`config.mk`:
```
export PLATFORM = sky130hd
export DESIGN_NAME = calculator_pipe_fsm
export DESIGN_NICKNAME = d
export VERILOG_FILES = /design/src/rtl/calculator_pipe_fsm.sv
export SDC_FILE = /design/constraint.sdc
export NUM_CORES = 2
export LEC_CHECK = 0
export CAP_MARGIN = 20
export CORE_MARGIN = 5
export CORE_UTILIZATION = 35
export CTS_BUF_LIST = sky130_fd_sc_hd__clkbuf_8
export DETAILED_ROUTE_END_ITERATION = 8
export PLACE_DENSITY = 0.59
export SLEW_MARGIN = 5
export SYNTH_ARGS = -nofsm -noshare
export SYNTH_HDL_FRONTEND = slang
export SYNTH_SLANG_ARGS = --single-unit
```
`constraint.sdc`:
```
create_clock -name clk -period 17 [get_ports clk]
set_clock_uncertainty 0.2 [all_clocks]
set_input_delay 1.7 -clock clk [delete_from_list [all_inputs] [get_ports clk]]
set_output_delay 1.7 -clock clk [all_outputs]
set_load 0.02 [all_outputs]
```
`src/rtl/calculator_pipe_fsm.sv`:
```
// calculator_pipe_fsm: accumulating signed calculator engine between the
// debounced button/switch front end and the display path.
// Optional feature macro: DIVIDE_EN. When defined, CENTER selects a
// multi-cycle signed restoring divider and busy is driven; when undefined,
// CENTER is a no-op and busy is tied low.

package calculator_pkg;
    localparam int UP     = 0;
    localparam int DOWN   = 1;
    localparam int LEFT   = 2;
    localparam int RIGHT  = 3;
    localparam int CENTER = 4;

    typedef enum logic [2:0] {
        OP_NONE = 3'd0,
        OP_MUL  = 3'd1,
        OP_EQ   = 3'd2,
        OP_ADD  = 3'd3,
        OP_SUB  = 3'd4,
        OP_DIV  = 3'd5
    } op_e;

    // Multi-hot buttons resolve by priority UP > DOWN > LEFT > RIGHT > CENTER.
    function automatic op_e decode_op(input logic [4:0] btn);
        if (btn[UP])          return OP_MUL;
        else if (btn[DOWN])   return OP_EQ;
        else if (btn[LEFT])   return OP_ADD;
        else if (btn[RIGHT])  return OP_SUB;
        else if (btn[CENTER]) return OP_DIV;
        else                  return OP_NONE;
    endfunction
endpackage

//  state     | meaning
//  ----------+-----------------------------------------------------------
//  S_IDLE    | no calculation open; next start loads accum, clears overflow
//  S_WAIT_OP | pending_op is armed; next start applies it to accum
//  S_DIVIDE  | restoring divider iterating, one quotient bit per cycle
module calculator_pipe_fsm
    import calculator_pkg::*;
#(
    parameter int BITS    = 32,
    parameter int SW_BITS = 16
) (
    input  logic               clk,
    input  logic               rst,
    input  logic               start,
    input  logic [4:0]         buttons,
    input  logic [SW_BITS-1:0] switch,
    output logic               busy,
    output logic               done,
    output logic               overflow,
    output logic [BITS-1:0]    accum
);

    typedef enum logic [1:0] {
        S_IDLE    = 2'd0,
        S_WAIT_OP = 2'd1,
        S_DIVIDE  = 2'd2
    } state_e;

    state_e          state_q, state_d;
    logic [BITS-1:0] accum_q, accum_d;
    logic            overflow_q, overflow_d;
    logic            done_q, done_d;
    op_e             op_q, op_d;

    logic [BITS-1:0]                operand;
    op_e                            new_op;
    logic [BITS:0]                  sum;
    logic [BITS:0]                  diff;
    logic signed [BITS+SW_BITS-1:0] prod;
    logic                           add_ovf;
    logic                           sub_ovf;
    logic                           mul_ovf;

    assign operand = {{(BITS-SW_BITS){switch[SW_BITS-1]}}, switch};
    assign new_op  = decode_op(buttons);

    // One guard bit for add/sub; the full-width product keeps every upper bit
    // so overflow is "upper bits are not a sign extension of bit BITS-1".
    assign sum  = {accum_q[BITS-1], accum_q} + {operand[BITS-1], operand};
    assign diff = {accum_q[BITS-1], accum_q} - {operand[BITS-1], operand};
    assign prod = $signed({{SW_BITS{accum_q[BITS-1]}}, accum_q})
                * $signed({{SW_BITS{operand[BITS-1]}}, operand});

    assign add_ovf = sum[BITS] ^ sum[BITS-1];
    assign sub_ovf = diff[BITS] ^ diff[BITS-1];
    assign mul_ovf = !((&prod[BITS+SW_BITS-1:BITS-1]) || !(|prod[BITS+SW_BITS-1:BITS-1]));

`ifdef DIVIDE_EN
    localparam int CNT_W = $clog2(BITS);

    // quo_q starts as the dividend magnitude and is shifted left one bit per
    // cycle while the quotient bits fill in from the right.
    logic [BITS-1:0]    quo_q, quo_d;
    logic [SW_BITS-1:0] rem_q, rem_d;
    logic [SW_BITS-1:0] dvsr_q, dvsr_d;
    logic               neg_q, neg_d;
    logic [CNT_W-1:0]   cnt_q, cnt_d;

    logic [BITS-1:0]    acc_mag;
    logic [SW_BITS-1:0] sw_mag;
    logic [SW_BITS:0]   rem_shift;
    logic               rem_ge;
    logic [SW_BITS-1:0] rem_sub;
    logic [BITS-1:0]    quo_next;
    logic [BITS-1:0]    div_result;
    logic               div_ovf;

    assign acc_mag    = accum_q[BITS-1] ? -accum_q : accum_q;
    assign sw_mag     = switch[SW_BITS-1] ? -switch : switch;
    assign rem_shift  = {rem_q, quo_q[BITS-1]};
    assign rem_ge     = rem_shift >= {1'b0, dvsr_q};
    // The remainder stays below the divisor, so the subtraction fits SW_BITS.
    assign rem_sub    = rem_shift[SW_BITS-1:0] - dvsr_q;
    assign quo_next   = {quo_q[BITS-2:0], rem_ge};
    assign div_result = neg_q ? -quo_next : quo_next;
    // Only -2^(BITS-1) / -1 yields a positive quotient with the top bit set.
    assign div_ovf    = !neg_q && quo_next[BITS-1];
    assign busy       = (state_q == S_DIVIDE);
`else
    assign busy = 1'b0;
`endif

    // Next-state, datapath and done-pulse decode.
    always_comb begin
        state_d    = state_q;
        accum_d    = accum_q;
        overflow_d = overflow_q;
        done_d     = 1'b0;
        op_d       = op_q;
`ifdef DIVIDE_EN
        quo_d      = quo_q;
        rem_d      = rem_q;
        dvsr_d     = dvsr_q;
        neg_d      = neg_q;
        cnt_d      = cnt_q;
`endif
        case (state_q)
            S_IDLE: begin
                if (start) begin
                    accum_d    = operand;
                    overflow_d = 1'b0;
                    op_d       = new_op;
                    if (new_op != OP_EQ) state_d = S_WAIT_OP;
                end
            end
            S_WAIT_OP: begin
                if (start) begin
                    op_d = new_op;
                    if (new_op == OP_EQ) begin
                        done_d  = 1'b1;
                        state_d = S_IDLE;
                    end
                    case (op_q)
                        OP_MUL: begin
                            accum_d    = prod[BITS-1:0];
                            overflow_d = overflow_q | mul_ovf;
                        end
                        OP_ADD: begin
                            accum_d    = sum[BITS-1:0];
                            overflow_d = overflow_q | add_ovf;
                        end
                        OP_SUB: begin
                            accum_d    = diff[BITS-1:0];
                            overflow_d = overflow_q | sub_ovf;
                        end
`ifdef DIVIDE_EN
                        OP_DIV: begin
                            if (switch == '0) begin
                                overflow_d = 1'b1;
                            end else begin
                                // The follow-on op is already in op_d; it is
                                // acted on once the quotient is written.
                                done_d  = 1'b0;
                                state_d = S_DIVIDE;
                                quo_d   = acc_mag;
                                rem_d   = '0;
                                dvsr_d  = sw_mag;
                                neg_d   = accum_q[BITS-1] ^ switch[SW_BITS-1];
                                cnt_d   = CNT_W'(BITS-1);
                            end
                        end
`endif
                        default: ;
                    endcase
                end
            end
            S_DIVIDE: begin
`ifdef DIVIDE_EN
                quo_d = quo_next;
                rem_d = rem_ge ? rem_sub : rem_shift[SW_BITS-1:0];
                cnt_d = cnt_q - 1'b1;
                if (cnt_q == '0) begin
                    accum_d    = div_result;
                    overflow_d = overflow_q | div_ovf;
                    if (op_q == OP_EQ) begin
                        done_d  = 1'b1;
                        state_d = S_IDLE;
                    end else begin
                        state_d = S_WAIT_OP;
                    end
                end
`else
                state_d = S_IDLE;
`endif
            end
            default: state_d = S_IDLE;
        endcase
    end

    // Control and accumulator registers.
    always_ff @(posedge clk or posedge rst) begin
        if (rst) begin
            state_q    <= S_IDLE;
            accum_q    <= '0;
            overflow_q <= 1'b0;
            done_q     <= 1'b0;
            op_q       <= OP_NONE;
        end else begin
            state_q    <= state_d;
            accum_q    <= accum_d;
            overflow_q <= overflow_d;
            done_q     <= done_d;
            op_q       <= op_d;
        end
    end

`ifdef DIVIDE_EN
    // Divider working registers.
    always_ff @(posedge clk or posedge rst) begin
        if (rst) begin
            quo_q  <= '0;
            rem_q  <= '0;
            dvsr_q <= '0;
            neg_q  <= 1'b0;
            cnt_q  <= '0;
        end else begin
            quo_q  <= quo_d;
            rem_q  <= rem_d;
            dvsr_q <= dvsr_d;
            neg_q  <= neg_d;
            cnt_q  <= cnt_d;
        end
    end
`endif

    assign done     = done_q;
    assign overflow = overflow_q;
    assign accum    = accum_q;

endmodule

```
* Word level (Yosys, flattened, before mapping)
Cells that the tools add are included.
** Word-level totals
- Bits in registers :: 39
- Bits in latches :: 0
- RAM bits :: 0
- ROM bits :: 0
- Input bits :: 24
- Output and inout bits :: 35
- Logic and storage cells :: 56
- Memories :: 0
** Cells by class
- $add $sub $neg :: 2
- $mul :: 1
- Divide/modulo/power cells :: 0
- $lt $le $gt $ge :: 0
- Equality and inequality tests :: 11
- Shift operators :: 0
- Muxes and demuxes :: 21
- Bitwise logic cells :: 5
- Reduce and logical (&&, ||, !) cells :: 11
** Operators with widths (number)
- $pmux W32 S3 :: 1
- $mux W32 :: 2
- $pmux W32 S2 :: 1
- $mul A32 B16 Y48 :: 1
- $add A32 B16 Y33 :: 1
- $sub A32 B16 Y33 :: 1
- $reduce_and A17 Y1 :: 1
- $reduce_or A17 Y1 :: 1
- $mux W3 :: 5
- $mux W2 :: 4
- $ne A2 B2 Y1 const B :: 4
- $reduce_and A4 Y1 :: 2
- $eq A3 B2 Y1 const B :: 2
- $mux W1 :: 5
- $ne A4 B4 Y1 const B :: 1
- $pmux W2 S2 :: 1
- $eq A3 B1 Y1 const B :: 1
- $eq A3 B3 Y1 const B :: 1
- $ne A3 B2 Y1 const B :: 1
- $or A1 B1 Y1 :: 3
- $pmux W1 S3 :: 1
- $eq A2 B1 Y1 const B :: 1
- $logic_not A1 Y1 :: 2
- $logic_not A2 Y1 :: 1
- 6 further kinds :: 7

* Longest topological paths before layout
- Word-level depth :: 9
- Gate-level depth with buffers :: 28
- Gate-level depth less buffers :: 26

* Worst setup path after synthesis
No wires, ideal clock.
- Path type :: input port to flip-flop
- From :: in switch[15]
- To :: reg overflow_q (netlist: overflow)
- Library setup time :: 0.129 ns
- Arrival :: 8.201 ns
- Required time :: 16.671 ns
- Setup slack :: 8.471 ns
- Stages on the path :: 23
- Buffers on the path :: 2
- Cell sequence :: inv_1 clkbuf_1 nor2_1 fa_1 fa_1 fa_1 fa_1 fa_1 inv_1 fa_1 inv_1 ha_1 buf_4 nand4_1 or3_1 or4b_4 o21ai_4 mux2i_1 or4_1 nor4_1 nand4b_1 o211ai_1 a21oi_1
** On the way
- Word-level cells in the longest chain between the ends :: 9
- Elaborated cells between the ends (all ways) :: 16
- Classes of those cells :: 2 x add/sub; 1 x mul; 3 x mux; 5 x bitwise; 5 x reduce/logical
** Ends and longest elaborated chain
- start, declared :: line 49 : input logic [SW_BITS-1:0] switch,
- $mul A32 B16 Y48 :: line 85 : * $signed({{SW_BITS{operand[BITS-1]}}, operand});
- $reduce_or A17 Y1 :: line 89 : assign mul_ovf = !((&prod[BITS+SW_BITS-1:BITS-1]) || !(|prod[BITS+SW_BITS-1:BITS-1]));
- $logic_not A1 Y1 :: line 89
- $logic_or A1 B1 Y1 :: line 89
- $logic_not A1 Y1 :: line 89
- $or A1 B1 Y1 :: line 159 : overflow_d = overflow_q | mul_ovf;
- $pmux W1 S3 * :: line 156 : case (op_q)
- $mux W1 * :: line 150 : if (start) begin
- $pmux W1 S2 * :: line 140 : case (state_q)
- end signal, assigned :: line 224 : overflow_q <= overflow_d;
- end, declared :: line 64 : logic overflow_q, overflow_d;
Every way passes the cells marked *; elsewhere a longest branch is shown, timed or not. The select of a mux whose other input is x is not followed.
A chain may end at the register's enable or synchronous reset.

* Worst setup path in the final report
- From :: in switch[5]
- To :: reg overflow_q (netlist: overflow)
Same word-level chain as after synthesis.

==> out/qor.yml <==
synth_cell_type_count: 81
tightest_slew_ns: 1.10
timing.critical_path.fanout_max: 24
track_usage: 0.211
post_cts_resized: 0
synth.largest_area_cell: "fa_1"
synth_edf_count: 0
timing.final.max_slew_violations: 0
yosysSeqAreaShare: 0.0407
drtIter0Drc: 1822
portBuffers: 57
row_count: 94
initial_utilization: 0.354
cts-htree-levels: 2
period_share: 0.568
end_kind: "flop"
cts.sinks: 38
worstSkewPairLatency_ns: 0.34
holdBufCountCts: 0
worst-setup-path-type: "in -> reg"
tns_ns: 0
slowest_stage: "or4b_2"
ios: 59
cts_root_buf: "clkbuf_8"
dieArea_mm2: 0.0720
clockBufferDepth: 2
routed.top_layer: "met4"
cts_buffers: 5
die_x_um: 268
vias_per_cell: 5.39
syn_avg_cell_area_um2: 8.33
syn-cell-area_mm2: 0.0234
postRouteAntennaNets: 0
cpPeakStageDelay_ns: 0.66
antenna_found_initial: 1
setup_viol: 0
crit_family: "adder cells"
via_count: 19600
crit_arrival_ns: 9.68
cts_setup_buffers: 0
synthTopCellsByCount: "inv_1 (571), fa_1 (488), nand2_1 (350)"
grt_pass1_wl_mm: 119
wl_met3_mm: 5.52
fp.dieH_um: 268
post-synth-top-count-cell: "inv_1"
yosys_most_used_dff: "dfrtp_1"
n_fill_cell: 6810
cts_tree: "yes"
wl_per_cell_um: 20.6
critPathBufInv: 7
worstHoldPathType: "reg -> reg"
path_common_cell: "fa_1"
rsz0062_at_grt: "false"
area_delta_synth_final_pct: 6.51
drc: 0
grt-ovfl-total: 0
first_pass_iters: 6
max_slew_margin: 0.267
hold_viol: 0
max-cap-violations: 0
routed_wl_mm: 74.9
gp_congestion: 0.981
wl_met1_mm: 31.9
period_needed_ns: 9.66
wl_met2_mm: 35.1
ys_ff_latch: 38
crit_path_start_kind: "input pin"
grt_pass1_vias: 20000
syn_inst: 2802
path_clk_slew_ns: 0.11
synthArstFlopShare: 1.00
synth_nets: 3509
yosysTopAreaCellShare: 0.418
coreArea_mm2: 0.0660
fmax_ghz: 0.104
grt_max_degree: 42
nNetsFinal: 3477
place_hpwl_mm: 59.4
ys_top_cells_by_area: "fa_1 (42%), ha_1 (10%), inv_1 (9.2%), nand2_1 (5.6%), dfrtp_1 (4.1%)"
yosysWarnings: 0
worst_ep_required_time_ns: 17.02
status: "completed"
drive_gt1_frac: 0.0307
worst register-to-register path: cells and delay by family (launching register included):
family	cells	cell delay (ns)
buf+inv	5	0.66
flops	1	1.02
compound gates	4	1.19
simple gates	7	1.74
mux	1	0.16
fa+ha+maj	7	3.28
layer usage:
metal,up-vias,track usage
met5,-,0
met4,0,0.0536
met3,131,0.0209
met2,835,0.352
met1,9903,0.297
li1,8724,-
kinds of logic (layout without fill, tap and decap cells):
family / count (synthesis) / count (layout) / share of synthesized area
and+or+nand+nor: 826 / 826 / 0.160
buffers and inverters: 715 / 684 / 0.116
adders and majority gates: 683 / 683 / 0.523
AOI/OAI and AO/OA: 483 / 483 / 0.139
xor gates and xnor gates: 44 / 44 / 0.0165
DFF: 38 / 38 / 0.0407
muxes: 12 / 12 / 0.00536
other: 1 / 2 / 0.000161
state kept, by name (all words and copies together) (netlist names):
signal / count
done: 1
state_q: 1
op_q: 3
overflow: 1
accum: 32
stage by stage:
step / setup WS, ns / instance area, um2 / std cells / util / hold slack (ns)
2_1_floorplan: 8.47 / 23400 / 2802 / - / 0.260
3_3_place_gp: 7.15 / 24800 / 3627 / 0.375 / 0.298
3_5_place_dp: 7.12 / 24800 / 3627 / 0.375 / 0.303
4_1_cts: 7.46 / 24900 / 3635 / 0.377 / 0.323
5_1_grt: 7.14 / 24900 / 3635 / 0.377 / 0.359
6_report: 7.34 / 24900 / 3636 / 0.377 / 0.321
worst paths after layout:
check                      depth (start not counted)                    end  slack [ns]                   from
setup / recovery                                  26   overflow$_DFFE_PP0P_        7.34              switch[5]
hold / removal                                     2    op_q[2]$_DFFE_PP0P_        0.32    op_q[2]$_DFFE_PP0P_
setup reg to reg                                  24   overflow$_DFFE_PP0P_        8.62  accum[16]$_DFFE_PP0P_
hold reg to reg                                    2    op_q[2]$_DFFE_PP0P_        0.32    op_q[2]$_DFFE_PP0P_
max in group asynchronous                          2  accum[30]$_DFFE_PP0P_       14.26                    rst
min in group asynchronous                          2  accum[22]$_DFFE_PP0P_        1.72                    rst
area by class of cell:
type	count	area (um2)	share of cell area
Multi-Input combinational cell	2049	19700	0.793
Clock buffer	6	82.6	0.00332
Inverter	583	2190	0.0880
Antenna cell	1	2.50	0.000101
Sequential cell	38	951	0.0382
Clock inverter	2	12.5	0.000503
Timing Repair Buffer	93	836	0.0336
Tap cell	864	1080	0.0435
placed cells by master, fill, tap and decap left out, types with 5 or more instances in the layout:
| master | instances |
|---|---|
| nand2b_1 | 15 |
| a221o_1 | 9 |
| and3_1 | 7 |
| dfrtp_1 | 38 |
| a21oi_1 | 114 |
| nor3_1 | 21 |
| a31oi_1 | 16 |
| a22o_1 | 10 |
| a221oi_1 | 19 |
| clkdlybuf4s50_1 | 56 |
| a21o_1 | 28 |
| nand2_1 | 350 |
| clkbuf_8 | 6 |
| o22ai_1 | 13 |
| ha_1 | 195 |
| or2_2 | 7 |
| nand3_1 | 28 |
| and2_1 | 123 |
| o21bai_1 | 18 |
| o21ai_0 | 111 |
| nor2b_1 | 12 |
| o221ai_1 | 17 |
| nor2_1 | 216 |
| inv_2 | 5 |
| o211ai_1 | 12 |
| or4_1 | 6 |
| buf_4 | 36 |
| inv_1 | 570 |
| or3_1 | 13 |
| xor2_1 | 15 |
| o31ai_1 | 14 |
| xnor2_1 | 29 |
| mux2i_1 | 8 |
| a211oi_1 | 16 |
| fa_1 | 488 |
| nand4_1 | 9 |
| clkinv_1 | 8 |
| a211o_1 | 5 |
| o21a_1 | 14 |
Power is not shown: default switching activity piles up to over one toggle a cycle in this logic, so the estimate is an artifact.
